--- src/rtl/gpio_pkg.sv ---
// gpio_pkg: shared constants for the memory-mapped GPIO block.
// Holds the register word offsets within the 32-word I/O window.
package gpio_pkg;

  localparam int unsigned GPIO_ADDR_WIDTH = 5;

  localparam logic [GPIO_ADDR_WIDTH-1:0] GPIO_IN         = 5'h00;
  localparam logic [GPIO_ADDR_WIDTH-1:0] GPIO_OUT        = 5'h01;
  localparam logic [GPIO_ADDR_WIDTH-1:0] GPIO_SET        = 5'h02;
  localparam logic [GPIO_ADDR_WIDTH-1:0] GPIO_CLR        = 5'h03;
  localparam logic [GPIO_ADDR_WIDTH-1:0] GPIO_TGL        = 5'h04;
  localparam logic [GPIO_ADDR_WIDTH-1:0] GPIO_RISE_EN    = 5'h05;
  localparam logic [GPIO_ADDR_WIDTH-1:0] GPIO_FALL_EN    = 5'h06;
  localparam logic [GPIO_ADDR_WIDTH-1:0] GPIO_IRQ_STATUS = 5'h07;

endpackage

--- src/rtl/gpio_if.sv ---
// gpio_if: CPU-side bus between the memory controller I/O window and the GPIO block.
//   chip_select - window decode
//   we          - 1 = write, 0 = read
//   address     - word offset within the window
//   data_in     - write data
//   data_out    - registered read data (driven by the GPIO block)
interface gpio_if #(
  parameter int unsigned DATA_WIDTH = 32
);
  logic                  chip_select;
  logic                  we;
  logic [4:0]            address;
  logic [DATA_WIDTH-1:0] data_in;
  logic [DATA_WIDTH-1:0] data_out;

  modport master (
    output chip_select,
    output we,
    output address,
    output data_in,
    input  data_out
  );

  modport slave (
    input  chip_select,
    input  we,
    input  address,
    input  data_in,
    output data_out
  );
endinterface

--- src/rtl/gpio_sync.sv ---
// gpio_sync: WIDTH-bit, STAGES-deep flop synchroniser for asynchronous inputs.
// Clocked on the falling edge to match the rest of the GPIO block.
//   clk_i  - clock (state updates on its falling edge)
//   rst_ni - asynchronous active-low reset, clears the whole chain
//   d_i    - asynchronous inputs
//   q_o    - synchronised outputs (last stage)
module gpio_sync #(
  parameter int unsigned WIDTH  = 4,
  parameter int unsigned STAGES = 2
) (
  input  logic             clk_i,
  input  logic             rst_ni,
  input  logic [WIDTH-1:0] d_i,
  output logic [WIDTH-1:0] q_o
);

  logic [STAGES-1:0][WIDTH-1:0] sync_d, sync_q;

  always_comb begin
    sync_d    = sync_q;
    sync_d[0] = d_i;
    for (int unsigned i = 1; i < STAGES; i++) begin
      sync_d[i] = sync_q[i-1];
    end
  end

  always_ff @(negedge clk_i or negedge rst_ni) begin
    if (!rst_ni) begin
      sync_q <= '0;
    end else begin
      sync_q <= sync_d;
    end
  end

  assign q_o = sync_q[STAGES-1];

endmodule

--- src/rtl/gpio_controller.sv ---
// gpio_controller: memory-mapped GPIO with synchronised inputs, an output register with
// atomic set/clear/toggle, per-bit edge detection into sticky W1C status, and a level irq.
// All state changes on the falling edge of clock so read data is stable by the next rising edge.
//   clock   - system clock
//   reset_n - asynchronous active-low reset
//   bus     - CPU bus (gpio_if slave)
//   io_in   - asynchronous external inputs
//   io_out  - output register
//   irq     - OR of all status bits
module gpio_controller
  import gpio_pkg::*;
#(
  parameter int unsigned NUM_IN      = 4,
  parameter int unsigned NUM_OUT     = 4,
  parameter int unsigned DATA_WIDTH  = 32,
  parameter int unsigned SYNC_STAGES = 2
) (
  input  logic               clock,
  input  logic               reset_n,
  gpio_if.slave              bus,
  input  logic [NUM_IN-1:0]  io_in,
  output logic [NUM_OUT-1:0] io_out,
  output logic               irq
);

  logic [NUM_IN-1:0]     sync_in;
  logic [NUM_IN-1:0]     prev_d, prev_q;
  logic [NUM_OUT-1:0]    out_d, out_q;
  logic [NUM_IN-1:0]     rise_en_d, rise_en_q;
  logic [NUM_IN-1:0]     fall_en_d, fall_en_q;
  logic [NUM_IN-1:0]     status_d, status_q;
  logic [DATA_WIDTH-1:0] data_out_d, data_out_q;
  logic [NUM_IN-1:0]     rise, fall, clr_mask;
  logic [DATA_WIDTH-1:0] rdata;
  logic                  wr, rd;
  logic                  unused_data;

  gpio_sync #(
    .WIDTH  (NUM_IN),
    .STAGES (SYNC_STAGES)
  ) u_sync (
    .clk_i  (clock),
    .rst_ni (reset_n),
    .d_i    (io_in),
    .q_o    (sync_in)
  );

  assign wr = bus.chip_select && bus.we;
  assign rd = bus.chip_select && !bus.we;

  // Write bits above NUM_IN/NUM_OUT are intentionally dropped.
  assign unused_data = ^bus.data_in;

  assign rise   = sync_in & ~prev_q & rise_en_q;
  assign fall   = ~sync_in & prev_q & fall_en_q;
  assign prev_d = sync_in;

  always_comb begin
    out_d     = out_q;
    rise_en_d = rise_en_q;
    fall_en_d = fall_en_q;
    clr_mask  = '0;
    if (wr) begin
      case (bus.address)
        GPIO_OUT:        out_d     = bus.data_in[NUM_OUT-1:0];
        GPIO_SET:        out_d     = out_q | bus.data_in[NUM_OUT-1:0];
        GPIO_CLR:        out_d     = out_q & ~bus.data_in[NUM_OUT-1:0];
        GPIO_TGL:        out_d     = out_q ^ bus.data_in[NUM_OUT-1:0];
        GPIO_RISE_EN:    rise_en_d = bus.data_in[NUM_IN-1:0];
        GPIO_FALL_EN:    fall_en_d = bus.data_in[NUM_IN-1:0];
        GPIO_IRQ_STATUS: clr_mask  = bus.data_in[NUM_IN-1:0];
        default:         ;
      endcase
    end
    // New edges are OR-ed in after the clear so a same-edge set wins.
    status_d = (status_q & ~clr_mask) | rise | fall;
  end

  always_comb begin
    rdata = '0;
    case (bus.address)
      GPIO_IN:         rdata[NUM_IN-1:0]  = sync_in;
      GPIO_OUT:        rdata[NUM_OUT-1:0] = out_q;
      GPIO_RISE_EN:    rdata[NUM_IN-1:0]  = rise_en_q;
      GPIO_FALL_EN:    rdata[NUM_IN-1:0]  = fall_en_q;
      GPIO_IRQ_STATUS: rdata[NUM_IN-1:0]  = status_q;
      default:         ;
    endcase
    data_out_d = rd ? rdata : '0;
  end

  always_ff @(negedge clock or negedge reset_n) begin
    if (!reset_n) begin
      prev_q     <= '0;
      out_q      <= '0;
      rise_en_q  <= '0;
      fall_en_q  <= '0;
      status_q   <= '0;
      data_out_q <= '0;
    end else begin
      prev_q     <= prev_d;
      out_q      <= out_d;
      rise_en_q  <= rise_en_d;
      fall_en_q  <= fall_en_d;
      status_q   <= status_d;
      data_out_q <= data_out_d;
    end
  end

  assign io_out       = out_q;
  assign irq          = |status_q;
  assign bus.data_out = data_out_q;

endmodule

--- src/flat_wrapper.sv ---
// flat-port wrapper written by rule: the top's interface ports become plain ports
module gpio_controller_flat import gpio_pkg::*;
#(
  parameter int unsigned NUM_IN      = 4,
  parameter int unsigned NUM_OUT     = 4,
  parameter int unsigned DATA_WIDTH  = 32,
  parameter int unsigned SYNC_STAGES = 2
)
  (clock, reset_n, io_in, io_out, irq, bus_chip_select, bus_we, bus_address, bus_data_in, bus_data_out);
  gpio_if #(.DATA_WIDTH(DATA_WIDTH)) bus_i ();
  input  logic clock;
  input  logic reset_n;
  input  logic [NUM_IN-1:0] io_in;
  output logic [NUM_OUT-1:0] io_out;
  output logic irq;
  input wire logic [$bits(bus_i.chip_select)-1:0] bus_chip_select;
  input wire logic [$bits(bus_i.we)-1:0] bus_we;
  input wire logic [$bits(bus_i.address)-1:0] bus_address;
  input wire logic [$bits(bus_i.data_in)-1:0] bus_data_in;
  output wire logic [$bits(bus_i.data_out)-1:0] bus_data_out;
  assign bus_i.chip_select = bus_chip_select;
  assign bus_i.we = bus_we;
  assign bus_i.address = bus_address;
  assign bus_i.data_in = bus_data_in;
  assign bus_data_out = bus_i.data_out;
  gpio_controller #(.NUM_IN(NUM_IN), .NUM_OUT(NUM_OUT), .DATA_WIDTH(DATA_WIDTH), .SYNC_STAGES(SYNC_STAGES)) u_core (.clock(clock), .reset_n(reset_n), .bus(bus_i), .io_in(io_in), .io_out(io_out), .irq(irq));
endmodule
--- config.mk ---
export PLATFORM = sky130hd
export DESIGN_NAME = gpio_controller_flat
export DESIGN_NICKNAME = d
export VERILOG_FILES = /design/src/rtl/gpio_pkg.sv /design/src/rtl/gpio_if.sv /design/src/rtl/gpio_sync.sv /design/src/rtl/gpio_controller.sv /design/src/flat_wrapper.sv
export SDC_FILE = /design/constraint.sdc
export NUM_CORES = 1
export LEC_CHECK = 0
export ABC_AREA = 1
export BUFFER_PORTS_ARGS = -buffer_cell sky130_fd_sc_hd__clkbuf_2
export CORE_MARGIN = 2
export CORE_UTILIZATION = 51
export DETAILED_ROUTE_END_ITERATION = 12
export PLACE_DENSITY = 0.88
export SLEW_MARGIN = 10
export SYNTH_ARGS = -nofsm -noshare
export SYNTH_HDL_FRONTEND = slang
export SYNTH_HIERARCHICAL = 1
export SYNTH_SLANG_ARGS = --single-unit
--- constraint.sdc ---
create_clock -name clock -period 2.85 [get_ports clock]
set_input_delay 0.285 -clock clock [delete_from_list [all_inputs] [get_ports clock]]
set_output_delay 0.285 -clock clock [all_outputs]
set_load 0.03 [all_outputs]
==> flow_summary.ini <==
[placed_design]
portBuffers = 25
gp_congestion = 0.897
dp_slack_ns = 0.0732
place_hpwl_mm = 2.78

[floorplan]
die_area_mm2 = 0.00409
die_h_um = 63.9
rows = 21
start_util_pct = 54.0
die_width_um = 63.9
ios = 82
core_mm2 = 0.00339

[clocking]
insertion_delay_ns = 0.31
htreeDepth = 2
cts_tree = built
clkTransAtPathRegs_ns = 0.06
holdBufCountCts = 0
cts_buffer_depth = 2
numClockSinks = 32
root_buffer = clkbuf_4
numCtsBuffers = 5

[outcome]
violations = setup timing
status = finished, violations left

[grt]
grt_pass1_wl_mm = 6.07
grt_pass1_vias = 1381
grt_max_degree = 33
antenna_found_initial = 0
overflow = 0
grt.total_usage_pct = 19.0

[finish]
fin_nets = 321
final_cell_mix = nand2_1, nand3_1, dfrtn_1, conb_1, clkbuf_2
n_antenna_cell = 0
syn2layout_area_growth_pct = 12.6
ff_latch_area_um2 = 801
layout_commonest_cell = nand2_1
post-route-util_pct = 60.9
drive_gt1_share_pct = 22.4
filler_cell_count = 299
multi_input_area_um2 = 817

[routing]
drt-vias-per-instance = 4.88
wl_mm = 3.61
drc = 0
routedWlPerCell_um = 11.5
drtIter0Drc = 83
dr.pass1.iters = 4
via_count = 1532
drtAntennaViolNets = 0

[timing]
final.setup_skew_ns = 0.00292
finalSetupViolCount = 1
rsz0062_at_grt = yes
hold_viol = 0
worst_slack_ns = -0.207
slew_violations = 0

[logic_synthesis]
ys_seq_elements = 32
postSynthAreaPerCell_um2 = 8.14
synth_area_mm2 = 0.00183
yosys-top-cells-area = dfrtn_1, buf_4, nand3_1
syn_inst = 225
synth.top_cell.area_share_pct = 43.7
ys_types = 16
synth.largest_area_cell = dfrtn_1
ys_warn_count = 6
yosysSeqAreaShare_pct = 43.7

[setup_path]
worstPathRequired_ns = 2.57
end_kind = output port
worstSetupPathType = reg2out
critical-path-max-stage-delay_ns = 0.54
slowest_stage = or4_4
start_kind = flop
worst_ep_arrival_time_ns = 2.77
cp_max_fo = 2
path_cells = or4_4, buf_8

[job]
cap_violations = 0

[power_and_ir_drop]
p_per_area_mw_per_mm2 = 493
power_mw = 1.02
p_leak_nw = 1.09
vdd_drop_max_mv = 0.258

[hold_path]
holdCritPathClass = reg2reg
[synth_stat cells, drive strengths merged]
cell and number:
buf 31, conb 1, dfrtn 32, ha 8, inv 25, nand2 45
nand3 37, nand4 12, nor2 21, o21ai 12, or4 1
[metrics by stage]
| step | cells | setup TNS [ns] | hold WS (ns) | cell area [um2] |
|---|---|---|---|---|
| after global placement | 304 | 0 | 0.293 | 1980 |
| after CTS | 313 | -0.237 | 0.297 | 2050 |
| after global routing | 314 | -0.258 | 0.306 | 2060 |
| final | 314 | -0.207 | 0.297 | 2060 |
| after detailed placement | 304 | 0 | 0.296 | 1980 |
| after floorplan | 252 | 0 | 0.292 | 1930 |
[critical path: cells and delay by family (launching register included)]
kind / cells / cell delay [ns]
AND/OR/NAND/NOR: 1 / 0.54
flip-flops: 1 / 0.35
buffers and inverters: 1 / 0.15
[state kept, by name, indices dropped and copies added, names as in the netlist]
name	cells
u_core/rise_en_q	4
u_core/u_sync/sync_d	4
u_core/bus.data_out	4
u_core/u_sync/q_o	4
u_core/prev_q	4
u_core/fall_en_q	4
u_core/status_q	4
u_core/io_out	4
[cell families (layout without fill, tap and decap cells)]
family	Yosys count	in the layout	synth area share, %
other	1	28	0.205
buffers and inverters	56	72	17.4
and+or+nand+nor	116	116	29.9
adders and majority gates	8	8	5.46
AOI/OAI and AO/OA	12	12	3.28
DFF	32	32	43.7
[per-layer routing]
layer,track usage [%],part of all wire (%),vias to the layer above
li1,-,-,762
met1,26.3,44,723
met2,30.3,51,47
met3,4.23,5.5,0
met4,4.62,0,0
met5,0,0,-
[report_power, final]
group | switching, mW | internal (mW) | leakage (nW) | total [mW]
Sequential | 0.0430 | 0.503 | 0.390 | 0.546
Combinational | 0.173 | 0.0720 | 0.676 | 0.245
Clock | 0.135 | 0.0907 | 0.0281 | 0.225
Total | 0.351 | 0.666 | 1.09 | 1.02
[worst paths after layout]
path,cells after the start,slack (ns),from,to
max,2,-0.21,u_core/status_q[3]$_DFF_NN0_,irq
min,0,0.30,u_core/u_sync/sync_d[7]$_DFF_NN0_,u_core/u_sync/q_o[3]$_DFF_NN0_
max reg2reg,6,1.58,u_core/io_out[0]$_DFFE_NN0P_,u_core/io_out[0]$_DFFE_NN0P_
min reg2reg,0,0.30,u_core/u_sync/sync_d[7]$_DFF_NN0_,u_core/u_sync/q_o[3]$_DFF_NN0_
max in group asynchronous,2,1.25,reset_n,u_core/fall_en_q[2]$_DFFE_NN0P_
min in group asynchronous,2,1.29,reset_n,u_core/u_sync/sync_d[7]$_DFF_NN0_
[area by class of cell]
| class | instances | share of cell area (%) |
|---|---|---|
| Clock buffer | 6 | 2.00 |
| Clock inverter | 1 | 0.243 |
| Inverter | 25 | 4.55 |
| Multi-Input combinational cell | 164 | 39.6 |
| Sequential cell | 32 | 38.8 |
| Tap cell | 46 | 2.79 |
| Timing Repair Buffer | 40 | 12.0 |
[repair_timing]
action | CTS | global route
pin swaps | 1 | 0
cloned | 0 | 0
endpoints found under the setup margin | 1 | 1
resized for setup | 2 | 2
buffers inserted | 2 | 1
Power figures use the tool's default switching activity.
